[src/rtl/layer_sched.sv]
`default_nettype none
// ============================================================================
//  Module      : layer_sched
//  Description : Convolution layer step scheduler. Walks the nested loop
//                c (ofmap) / t (tile) / b (ifmap) / k (kernel position) for
//                layer C1 or C2 and offers one step per cycle over a
//                valid/ready handshake, flagging accumulator clear (first)
//                and output flush (last) steps.
//  Revision    : 1.0  initial release
// ============================================================================
`timescale 1ns/1ps
module layer_sched #(
    parameter int K         = 5,
    parameter int NB_TILE   = 4,
    parameter int NB_IFMAPS = 6,
    parameter int NB_OFMAPS = 16
) (
    input  logic        clk,
    input  logic        rst_n,
    input  logic        start,
    input  logic        layer_sel,
    input  logic        abort,
    output logic        busy,
    output logic        done,
    output logic        step_valid,
    input  logic        step_ready,
    output logic [4:0]  k_idx,
    output logic [2:0]  b_idx,
    output logic [3:0]  t_idx,
    output logic [3:0]  c_idx,
    output logic        first,
    output logic        last,
    output logic [13:0] step_cnt
);

    // Loop extents for the two supported layers
    localparam int KK   = K * K;
    localparam int C1_T = NB_TILE * NB_TILE;
    localparam int C1_B = 1;
    localparam int C1_C = 6;
    localparam int C2_T = 4;
    localparam int C2_B = NB_IFMAPS;
    localparam int C2_C = NB_OFMAPS;

    localparam logic [4:0]  K_MAX   = 5'(KK - 1);
    localparam logic [13:0] CNT_MAX = 14'h3FFF;

    typedef enum logic [1:0] {
        ST_IDLE = 2'd0,
        ST_RUN  = 2'd1,
        ST_DONE = 2'd2
    } state_t;

    state_t      r_state;
    state_t      w_state_nxt;

    // Per-layer maximum index values, latched at start
    logic [2:0]  r_b_max;
    logic [3:0]  r_t_max;
    logic [3:0]  r_c_max;

    logic [4:0]  r_k;
    logic [2:0]  r_b;
    logic [3:0]  r_t;
    logic [3:0]  r_c;
    logic [13:0] r_cnt;

    logic        w_run;
    logic        w_xfer;
    logic        w_launch;
    logic        w_k_wrap;
    logic        w_b_wrap;
    logic        w_t_wrap;
    logic        w_c_wrap;
    logic        w_at_end;

    assign w_run    = (r_state == ST_RUN);
    assign w_xfer   = w_run && step_ready;
    assign w_launch = (r_state == ST_IDLE) && start && !abort;
    assign w_k_wrap = (r_k == K_MAX);
    assign w_b_wrap = (r_b == r_b_max);
    assign w_t_wrap = (r_t == r_t_max);
    assign w_c_wrap = (r_c == r_c_max);
    assign w_at_end = w_k_wrap && w_b_wrap && w_t_wrap && w_c_wrap;

    // State register
    always_ff @(posedge clk or negedge rst_n) begin
        if (!rst_n) begin
            r_state <= ST_IDLE;
        end else begin
            r_state <= w_state_nxt;
        end
    end

    // Next-state logic; abort outranks both a transfer and start
    always_comb begin
        w_state_nxt = r_state;
        case (r_state)
            ST_IDLE: begin
                if (w_launch) begin
                    w_state_nxt = ST_RUN;
                end
            end
            ST_RUN: begin
                if (abort) begin
                    w_state_nxt = ST_IDLE;
                end else if (w_xfer && w_at_end) begin
                    w_state_nxt = ST_DONE;
                end
            end
            ST_DONE: begin
                w_state_nxt = ST_IDLE;
            end
            default: begin
                w_state_nxt = ST_IDLE;
            end
        endcase
    end

    // Latch the layer geometry when a layer is launched
    always_ff @(posedge clk or negedge rst_n) begin
        if (!rst_n) begin
            r_b_max <= 3'd0;
            r_t_max <= 4'd0;
            r_c_max <= 4'd0;
        end else if (w_launch) begin
            r_b_max <= layer_sel ? 3'(C2_B - 1) : 3'(C1_B - 1);
            r_t_max <= layer_sel ? 4'(C2_T - 1) : 4'(C1_T - 1);
            r_c_max <= layer_sel ? 4'(C2_C - 1) : 4'(C1_C - 1);
        end
    end

    // Nested loop counters, innermost k, advancing only on a transfer
    always_ff @(posedge clk or negedge rst_n) begin
        if (!rst_n) begin
            r_k <= 5'd0;
            r_b <= 3'd0;
            r_t <= 4'd0;
            r_c <= 4'd0;
        end else if (w_launch) begin
            r_k <= 5'd0;
            r_b <= 3'd0;
            r_t <= 4'd0;
            r_c <= 4'd0;
        end else if (w_xfer && !abort) begin
            r_k <= w_k_wrap ? 5'd0 : r_k + 5'd1;
            if (w_k_wrap) begin
                r_b <= w_b_wrap ? 3'd0 : r_b + 3'd1;
                if (w_b_wrap) begin
                    r_t <= w_t_wrap ? 4'd0 : r_t + 4'd1;
                    if (w_t_wrap) begin
                        r_c <= w_c_wrap ? 4'd0 : r_c + 4'd1;
                    end
                end
            end
        end
    end

    // Accepted-step counter, saturating, held between layers
    always_ff @(posedge clk or negedge rst_n) begin
        if (!rst_n) begin
            r_cnt <= 14'd0;
        end else if (w_launch) begin
            r_cnt <= 14'd0;
        end else if (w_xfer && !abort && (r_cnt != CNT_MAX)) begin
            r_cnt <= r_cnt + 14'd1;
        end
    end

    // Outputs depend only on registered state, never on step_ready
    assign busy       = (r_state != ST_IDLE);
    assign done       = (r_state == ST_DONE);
    assign step_valid = w_run;
    assign k_idx      = r_k;
    assign b_idx      = r_b;
    assign t_idx      = r_t;
    assign c_idx      = r_c;
    assign first      = w_run && (r_k == 5'd0) && (r_b == 3'd0);
    assign last       = w_run && w_k_wrap && w_b_wrap;
    assign step_cnt   = r_cnt;

endmodule
`default_nettype wire

[config.mk]
export PLATFORM = sky130hd
export DESIGN_NAME = layer_sched
export DESIGN_NICKNAME = d
export VERILOG_FILES = /design/src/rtl/layer_sched.sv
export SDC_FILE = /design/constraint.sdc
export NUM_CORES = 1
export LEC_CHECK = 0
export CAP_MARGIN = 15
export CELL_PAD_IN_SITES_DETAIL_PLACEMENT = 1
export CELL_PAD_IN_SITES_GLOBAL_PLACEMENT = 2
export CORE_MARGIN = 2
export CORE_UTILIZATION = 28
export CTS_CLUSTER_DIAMETER = 80
export DETAILED_ROUTE_END_ITERATION = 10
export MAX_ROUTING_LAYER = met4
export PLACE_DENSITY = 0.73
export SLEW_MARGIN = 20
export SYNTH_ARGS = -nofsm -noshare
export SYNTH_HDL_FRONTEND = slang
export SYNTH_SLANG_ARGS = --single-unit
[constraint.sdc]
create_clock -name clk -period 1.75 [get_ports clk]
set_input_delay 0.35 -clock clk [delete_from_list [all_inputs] [get_ports clk]]
set_output_delay 0.35 -clock clk [all_outputs]
set_load 0.01 [all_outputs]
# Word-level counts from Yosys, hierarchy flattened

Cells that the tools add are included.

$add $sub $neg: 5
Equal/unequal tests: 9
Mux-type cells: 27
Reductions and logical operators: 27

Operator list:

| operator                | number |
|---|---|
| $mux W4                 | 13 |
| $mux W14                | 2 |
| $mux W3                 | 5 |
| $mux W5                 | 3 |
| $add A14 B1 Y14 const B | 1 |
| $ne A14 B14 Y1 const B  | 1 |
| $logic_and A1 B1 Y1     | 13 |
| $reduce_bool A2 Y1      | 6 |
| $add A4 B1 Y4 const B   | 2 |
| $eq A4 B4 Y1            | 2 |
| $mux W2                 | 3 |
| $add A5 B1 Y5 const B   | 1 |
| $eq A5 B5 Y1 const B    | 1 |
| $logic_not A5 Y1        | 1 |
| $pmux W2 S2             | 1 |
| $reduce_and A2 Y1       | 2 |
| $reduce_and A4 Y1       | 1 |
| $add A3 B1 Y3 const B   | 1 |
| $eq A3 B3 Y1            | 1 |
| $logic_not A3 Y1        | 1 |
| $ne A3 B2 Y1 const B    | 1 |
| $reduce_and A3 Y1       | 1 |
| $eq A2 B1 Y1 const B    | 1 |
| $eq A2 B2 Y1 const B    | 1 |
| other kinds (3)         | 3 |

Register bits: 43
Input bits: 6

# Depth between registers and ports, before layout

Depth after elaboration: 8
Mapped depth: 7

# Least setup slack after synthesis

OpenSTA, ideal clock, no wires.

Path kind: reg-to-output
From: reg r_b[0] (netlist: b_idx[0])
To: out first
Arrival time: 1.676 ns
Required time: 1.400 ns
Path slack: -0.276 ns
Cell stages (with the launch flop): 5
Buffers on the path: 0
Cell sequence: dfrtp_1 -> inv_1 -> ha_1 -> or4b_2 -> nor4b_1

Cells in the longest elaborated chain, start to end: 2

RTL lines:

| element                | RTL line | text |
|---|---|---|
| from (decl)            | 63       | `logic [2:0] r_b;` |
| from (signal assigned) | 148      | `r_b <= w_b_wrap ? 3'd0 : r_b + 3'd1;` |
| $logic_not A3 Y1       | 178      | `assign first = w_run && (r_k == 5'd0) && (r_b == 3'd0);` |
| $logic_and A1 B1 Y1    | 178      |  |
| to (decl)              | 31       | `output logic first,` |

No other way between the ends.

# Worst setup path in the final report

Ends and elaborated chain as after synthesis.

==> results.sh <==
export IMPL_status="finished, violations left"
export IMPL_violations="negative setup slack"
export IMPL_yosys_area_top_type="dfrtp_1"
export IMPL_vias=2157
export IMPL_rsz0062_at_grt="yes"
export IMPL_layout_nets=347
export IMPL_max_clock_freq_ghz=0.479
export IMPL_p_int_uw=1510
export IMPL_synth_fa_ha_area_share_pct=4.16
export IMPL_fin_util_pct=50.0
export IMPL_numPortBuffers=40
export IMPL_synthTopCellsByArea="dfrtp_1 (42%), nand2_1 (5.3%), ha_1 (4.2%), o21ai_0 (3.8%), xnor2_1 (2.9%)"
export IMPL_drt_vias_per_instance=4.97
export IMPL_die_area_um2=8230
export IMPL_n_antenna_cell=0
export IMPL_hold_path_class="in2async"
export IMPL_synth_top_family_by_area="simple AND/OR/NAND/NOR gates"
export IMPL_synthMuxAreaShare_pct=1.43
export IMPL_die_y_um=90.7
export IMPL_antenna_found_initial=0
export IMPL_crit_type="reg2out"
export IMPL_post_synth_cell_area_avg_um2=9.45
export IMPL_p_leak_uw=0.00169
export IMPL_hold_buffers=0
export IMPL_yosysWarnings=0
export IMPL_hold_violations=0
export IMPL_wire_per_inst_um=16.2
export IMPL_p_switching_uw=609
export IMPL_grt_pass1_vias=2220
export IMPL_switching_share_pct=28.7
export IMPL_stdcell_area_um2=3630
export IMPL_path_clk_slew_ns=0.08
export IMPL_syn_inst=223
export IMPL_drcViolationCount=0
export IMPL_cts_root_buf="clkbuf_8"
export IMPL_endpoint_kind="primary output"
export IMPL_arrival_ns=1.74
export IMPL_dpl_hpwl_um=4720
export IMPL_area_growth_pct=72.1
export IMPL_reg2reg_to="step_cnt[12]"
export IMPL_slew_viol_final=0
export IMPL_placementRows=31
export IMPL_placed_area_um2=3010
export IMPL_cts_sinks=35
export IMPL_critPathRequiredTime_ns=1.40
export IMPL_synth_most_common_cell="dfrtp_1"
export IMPL_syn_cell_area_um2=2110
export IMPL_core_area_um2=7250
export IMPL_synth_ff_type="dfrtp_1"
export IMPL_async_flop_share_pct=100
export IMPL_r2r_start="r_state[1]"
export IMPL_track_usage_pct=17.3
export IMPL_htreeDepth=2
export IMPL_power_density_nw_per_um2=585
export IMPL_numCtsBuffers=5
export IMPL_comb_power_share_pct=26.7
export IMPL_worst_slew_pin_slew_ns=0.423
export IMPL_crit_path_start_kind="flop"
export IMPL_yosysTopAreaCellShare_pct=41.6
export IMPL_insertion_delay_ns=0.29
export IMPL_grt_max_degree=36
export IMPL_endpoint="first"
export IMPL_drv_cap=0
export IMPL_ant_nets=0
export IMPL_peakVddDrop_v=0.000395
export IMPL_start_util_pct=29.0
export IMPL_synth_simple_area_share_pct=30.4
export IMPL_synth_edff_count=0
export IMPL_syn_nets=236
export IMPL_clockBufferDepth=2
export IMPL_grt_pass1_wl_um=11200
export IMPL_ys_ff_latch=35
export IMPL_synthXorXnorAreaFrac_pct=2.91
export IMPL_postRouteWirelength_um=7050
export IMPL_io_pins=41
export IMPL_finClkSkew_ns=0.00980
export IMPL_firstDrtPassIters=4
export IMPL_slew_headroom_pct=71.6
export IMPL_period_needed_ns=2.09
export IMPL_reg2reg_depth=7
export IMPL_pwr_share_clk_pct=31.7
export IMPL_seqPwrFrac_pct=41.6
export IMPL_tritoncts="yes"
export IMPL_post_route_worst_setup_slack_ns=-0.337
export IMPL_synth_cell_type_count=58
export IMPL_reg2reg_slack_ns=-0.10
export IMPL_yosysSeqAreaShare_pct=41.6
export IMPL_drive_gt1_share_pct=42.7
export IMPL_synth_compound_area_share_pct=15.0
export IMPL_startpoint="b_idx[0]"
export IMPL_crit_fanout=2
export IMPL_drt_iter0_markers=75
export IMPL_finalCritPeriodShare_pct=119
export IMPL_synth_commonest_cells="dfrtp_1 (35), nand2_1 (30), o21ai_0 (16)"
export IMPL_tns_ns=-0.676
export IMPL_gr_total_overflow=0
export IMPL_place_congestion=0.813
export IMPL_fp_dieW_um=90.7
export IMPL_power_uw=2120
export IMPL_finalSetupViolCount=6
==> cell usage in the layout, fill, tap and decap left out, drive strengths merged, types with 2 or more instances in the layout <==
cell,count
a22oi,2
dlygate4sd2,2
nor3,5
nor4b,4
clkdlybuf4s50,26
and3,4
nand2b,4
dlymetal6s2s,8
a31oi,5
or4b,2
dfrtp,35
and4b,2
o21ai,18
a211oi,2
ha,7
a21boi,2
or3,2
or2,2
nand4,6
nor3b,2
inv,7
xnor2,7
nand2,30
and2,2
o21a,2
nand3,12
clkbuf,10
buf,77
mux2i,3
a21oi,5
nor2,16
nor4,7
==> metal layers <==
layer  GRT usage, %  share of wire, %  wire length, um
met4           3.08              0.65               46
met3           2.67               3.1              221
met5              -                 0                0
met2           28.7                49             3480
met1           22.6                47             3300
==> final cells by class <==
class	instances	area, um2
inverter	7	26.3
tap	99	124
clock buffer	8	100
sequential	35	885
fill	825	3630
multi-input combinational	170	1440
timing repair buffer	115	1050
==> worst max-delay path: stages (launching register included) <==
cell	delay (ns)
dfrtp_2	0.41
inv_1	0.05
ha_1	0.14
or4b_4	0.47
nor4b_4	0.21
buf_2	0.16
==> state kept, by name, summed over array words and instances, names as in the netlist <==
register / cells
r_state: 2
r_c_max: 1
k_idx: 5
t_idx: 4
c_idx: 4
step_cnt: 14
r_t_max: 2
b_idx: 3
==> repair_timing <==
action	in CTS	in global routing
resized for setup	33	69
setup buffers	6	16
pin swaps	6	32
gates cloned	0	1
endpoints found under the setup margin	26	36
==> power groups by stage <==
stage	registers (uW)	logic, uW	clock network [uW]
floorplan	929	170	0
global placement	894	480	0
detailed placement	896	483	0
CTS	880	509	692
global route	889	617	718
finish	883	568	672
==> through the flow <==
| stage | cells | worst slack, ns | hold slack, ns |
|---|---|---|---|
| final | 434 | -0.337 | 0.429 |
| after global routing | 434 | -0.429 | 0.458 |
| after CTS | 420 | -0.398 | 0.437 |
| after detailed placement | 406 | -0.477 | 0.504 |
| after global placement | 406 | -0.467 | 0.494 |
| after floorplan | 223 | 0.00645 | 0.0544 |
==> how the worst min path moves through the flow <==
stage | from | endpoint | slack, ns | depth (start not counted)
floorplan | rst_n | b_idx[0] | 0.05 | 0
global placement | r_t_max[2] | r_t_max[2] | 0.49 | 1
detailed placement | r_t_max[2] | r_t_max[2] | 0.50 | 1
CTS | rst_n | b_idx[0] | 0.44 | 2
global route | rst_n | b_idx[0] | 0.46 | 2
finish | rst_n | b_idx[1] | 0.43 | 2
==> kinds of logic after synthesis <==
family,Yosys count
AO/OA/AOI/OAI,46
XOR/XNOR,7
adder cells (fa/ha/maj),7
buffers and inverters,18
flip-flops,35
multiplexers,3
AND/OR/NAND/NOR,107
(Power assumes the default switching activity.)
==> edit 1: new RTL, config.mk and constraints unchanged <==
Encoding of `state_t`: now one-hot (3 bits for 3 states).
--- a/src/rtl/layer_sched.sv
+++ b/src/rtl/layer_sched.sv
@@ -46,8 +46,8 @@
     localparam logic [13:0] CNT_MAX = 14'h3FFF;
 
-    typedef enum logic [1:0] {
-        ST_IDLE = 2'd0,
-        ST_RUN  = 2'd1,
-        ST_DONE = 2'd2
+    typedef enum logic [2:0] {
+        ST_IDLE = 3'b001,
+        ST_RUN  = 3'b010,
+        ST_DONE = 3'b100
     } state_t;
 
Formal check against the unedited RTL: same outputs for any inputs over 10 cycles, from zero or initial values and one cycle with rst_n low; not proved beyond that.
==> edit 1 against the original RTL <==
The run still ends with negative setup slack left; clock power shrank 9.8%; register-to-register slack got worse by 0.10 ns; worst hold slack got worse by 0.42 ns; final area decreased by 7.7%; synthesized cell count decreased by 1.3%; routed wire length is 6.4% lower; global-route usage is 0.097 points higher; synthesized area fell by 2.1%; sequential cell count up 1; worst setup slack better by 0.12 ns; total power fell by 16%; critical path type unchanged; largest cell class unchanged; largest power group unchanged; highest routed layer unchanged.
==> edit 1: results <==
INSERT INTO impl_metrics (metric_group, metric, value, unit) VALUES
('critical_path', 'endpoint', 'last', ''),
('sta', 'setup-violations-final', '14', ''),
('critical_path', 'critical-path-max-stage-delay', '0.56', 'ns'),
('power', 'p_seq', '0.868', 'mW'),
('power', 'max-vdd-ir-drop', '0.230', 'mV'),
('critical_path', 'timing.critical_path.slowest_stage_cell', 'sky130_fd_sc_hd__or4_4', ''),
('placement', 'place.detailed.hpwl', '4560', 'um'),
('logic_synthesis', 'post_synth_most_frequent_cells', 'sky130_fd_sc_hd__dfrtp_1, sky130_fd_sc_hd__nor2_1, sky130_fd_sc_hd__nand2_1', ''),
('finish', 'layout-drive-gt1-share', '35.6', '%'),
('power', 'leakage_power_figure', '1.62', 'nW'),
('grt', 'grt_util_all_layers', '17.4', '%'),
('sta', 'postLayoutSetupSlackWorst', '-0.213', 'ns'),
('finish', 'layoutNonFillerInstCount', '425', ''),
('status', 'failed_checks', 'negative setup slack', ''),
('critical_path', 'r2r_slack', '-0.20', 'ns'),
('detailed_routing', 'route.met2.wl', '3400', 'um'),
('detailed_routing', 'detail_route.vias_per_cell', '4.90', ''),
('status', 'status', 'complete, but fails checks', ''),
('critical_path', 'crit_arrival', '1.61', 'ns'),
('grt', 'grt_pass1_vias', '2261', '');
[edit 1: changes by cell type after synthesis, moves of 4 or more]
cell | unedited run | this run
sky130_fd_sc_hd__a31oi_1 | 5 | 1
sky130_fd_sc_hd__and2_1 | 2 | 6
sky130_fd_sc_hd__nand2_1 | 30 | 18
sky130_fd_sc_hd__nor2_1 | 15 | 21
sky130_fd_sc_hd__nor3_1 | 4 | 10
sky130_fd_sc_hd__o21ai_0 | 16 | 12
sky130_fd_sc_hd__xor2_1 | 0 | 8
[edit 1: final cells by class]
cell class              instances  area share [%]
clock buffers                   5            2.06
clock inverters                 3           0.561
inverters                       8           0.972
multi-input cells             169            37.3
flip-flops and latches         36            27.0
well taps                      99            3.70
repair buffers                105            28.4
[edit 1: timing repair]
item / CTS / global route
resized for setup: 43 / 39
buffers inserted: 6 / 8
pin swaps: 10 / 13
gates cloned: 0 / 0
setup endpoints to repair: 25 / 37
[edit 1: per-stage QoR]
| stage | worst slack [ns] | total power, mW |
|---|---|---|
| 2_1_floorplan | -0.151 | 0.983 |
| 3_3_place_gp | -0.365 | 1.14 |
| 3_5_place_dp | -0.370 | 1.14 |
| 4_1_cts | -0.235 | 1.78 |
| 5_1_grt | -0.295 | 1.88 |
| 6_report | -0.213 | 1.79 |
[edit 1: per-layer routing]
layer / vias up / global-route usage (%)
li1: 1006 / -
met3: 8 / 3.19
met5: - / -
met1: 1036 / 21.1
met2: 33 / 30.1
met4: 0 / 4.23
[edit 1: cells by family (layout without fill, tap and decap cells)]
logic type	after synthesis	count (layout)
mux	2	2
xor+xnor	13	13
compound gates	36	36
simple gates	111	111
flops	36	36
fa+ha+maj	7	7
buf+inv	15	121
==> edit 2: new RTL, same flow settings <==
Made on the original files. The parameter `NB_IFMAPS` goes from 6 to 3.
--- a/src/rtl/layer_sched.sv
+++ b/src/rtl/layer_sched.sv
@@ -13,5 +13,5 @@
     parameter int K         = 5,
     parameter int NB_TILE   = 4,
-    parameter int NB_IFMAPS = 6,
+    parameter int NB_IFMAPS = 3,
     parameter int NB_OFMAPS = 16
 ) (
Formal check against the unedited RTL: no difference found for any inputs over 10 cycles, from zero or initial values and one cycle with rst_n low; that may be too few to reach the edited logic, so the function may still have changed.
==> edit 2 against the original RTL <==
The flow still finishes with violations (negative setup slack); total power increased by 7.6%; synthesized area decreased by 2.5%; global-route usage increased by 2.7 points; final area decreased by 2.3%; die area decreased by 2.4%; routed wire length increased by 7.0%; sequential cell count unchanged; worst setup slack got worse by 0.053 ns; count of clock-buffer cells in the layout decreased by 1; register-to-register slack about the same; via count increased by 3.6%; sequential share of layout area increased by 0.46 points.
==> edit 2: results <==
INSERT INTO impl_metrics (metric_group, metric, value, unit) VALUES
('grt', 'groute.layer.met3.usage', '2.19', '%'),
('detailed_routing', 'route.met2.wl', '3800', 'um'),
('sta', 'postLayoutSetupSlackWorst', '-0.391', 'ns'),
('placement', 'place.detailed.instances', '415', ''),
('critical_path', 'crit_arrival', '1.79', 'ns'),
('finish', 'layoutNonFillerInstCount', '438', ''),
('status', 'status', 'complete, but fails checks', ''),
('detailed_routing', 'met3WireLength', '186', 'um'),
('status', 'failed_checks', 'negative setup slack', ''),
('logic_synthesis', 'ys_top_cells_by_area', 'sky130_fd_sc_hd__dfrtp_1, sky130_fd_sc_hd__nand2_1, sky130_fd_sc_hd__ha_1', ''),
('finish', 'num-nets-final', '351', ''),
('sta', 'setup-violations-final', '13', ''),
('detailed_routing', 'routed_wire_length', '7540', 'um'),
('finish', 'layout-drive-gt1-share', '41.6', '%'),
('power', 'max-vdd-ir-drop', '0.433', 'mV'),
('detailed_routing', 'met1Wirelength', '3420', 'um'),
('power', 'leakage_power_figure', '1.60', 'nW'),
('logic_synthesis', 'synthDistinctLibCells', '53', ''),
('grt', 'gr-usage-met1', '26.2', '%'),
('logic_synthesis', 'share_of_synthesized_area_occupied_by_flip_flops_and_latches', '42.6', '%');
edit 2: cell types whose count changed in the layout (fill, tap and decap cells not counted), moves of 4 or more:
cell,change
sky130_fd_sc_hd__buf_4,+5
sky130_fd_sc_hd__o21ai_0,-8
sky130_fd_sc_hd__nor4_4,-4
sky130_fd_sc_hd__xnor2_1,-5
sky130_fd_sc_hd__a31oi_1,-4
sky130_fd_sc_hd__nor2_1,-5
sky130_fd_sc_hd__inv_2,+4
sky130_fd_sc_hd__o31ai_1,+4
sky130_fd_sc_hd__dlymetal6s2s_1,-4
edit 2: final cells by class:
class / count / area (sq um)
fill: 814 / 3630
multi-input combinational: 168 / 1390
timing repair buffer: 116 / 1030
sequential: 35 / 881
tap: 99 / 124
clock buffer: 7 / 76.3
inverter: 12 / 45.0
clock inverter: 1 / 5.00
edit 2: path summary, 6_finish.rpt:
| path | endpoint | slack (ns) | cells past startpoint |
|---|---|---|---|
| max | first | -0.39 | 5 |
| max reg2reg | step_cnt[7] | -0.10 | 5 |
| min in group clk | r_t_max[2] | 0.52 | 1 |
| min | b_idx[1] | 0.43 | 2 |
| max in group asynchronous | r_state[0] | 1.11 | 2 |
| min reg2reg | r_t_max[2] | 0.52 | 1 |
edit 2: power by group through the flow:
stage          logic, mW  clock network [mW]  registers [mW]
2_1_floorplan      0.242                   0           0.963
3_3_place_gp       0.661                   0           0.916
3_5_place_dp       0.675                   0           0.919
4_1_cts            0.698               0.608           0.907
5_1_grt            0.869               0.640           0.920
6_report           0.792               0.580           0.913
edit 2: metrics by stage:
step | TNS [ns] | instance area [sq um] | util, % | total power, mW | worst slack, ns
after global placement | -10.80 | 3050 | 42.5 | 1.58 | -0.432
final | -0.999 | 3540 | 49.4 | 2.29 | -0.391
after CTS | -0.794 | 3240 | 45.1 | 2.21 | -0.363
after detailed placement | -12.05 | 3050 | 42.5 | 1.59 | -0.450
after floorplan | -0.114 | 2080 | - | 1.20 | -0.0824
after global routing | -2.16 | 3540 | 49.4 | 2.43 | -0.444
edit 2: cells by family (layout without fill, tap and decap cells):
kind of cell	after synthesis	count (layout)	share of synthesized area [%]
mux	7	7	3.47
xor+xnor	3	3	1.28
compound gates	46	46	15.1
fa+ha+maj	7	7	4.26
flops	35	35	42.6
simple gates	105	105	29.8
buf+inv	18	136	3.41
edit 2: critical path: stages (launching register included):
cell	delay (ns)
sky130_fd_sc_hd__dfrtp_2	0.42
sky130_fd_sc_hd__inv_2	0.08
sky130_fd_sc_hd__ha_4	0.11
sky130_fd_sc_hd__or4b_4	0.46
sky130_fd_sc_hd__nor4b_4	0.27
sky130_fd_sc_hd__buf_2	0.16
edit 2: what timing repair did:
item / 4_1_cts / 5_1_grt
setup endpoints to repair: 31 / 33
gates resized for setup: 39 / 60
setup buffers: 4 / 10
cloned: 1 / 0
pin swaps: 12 / 20
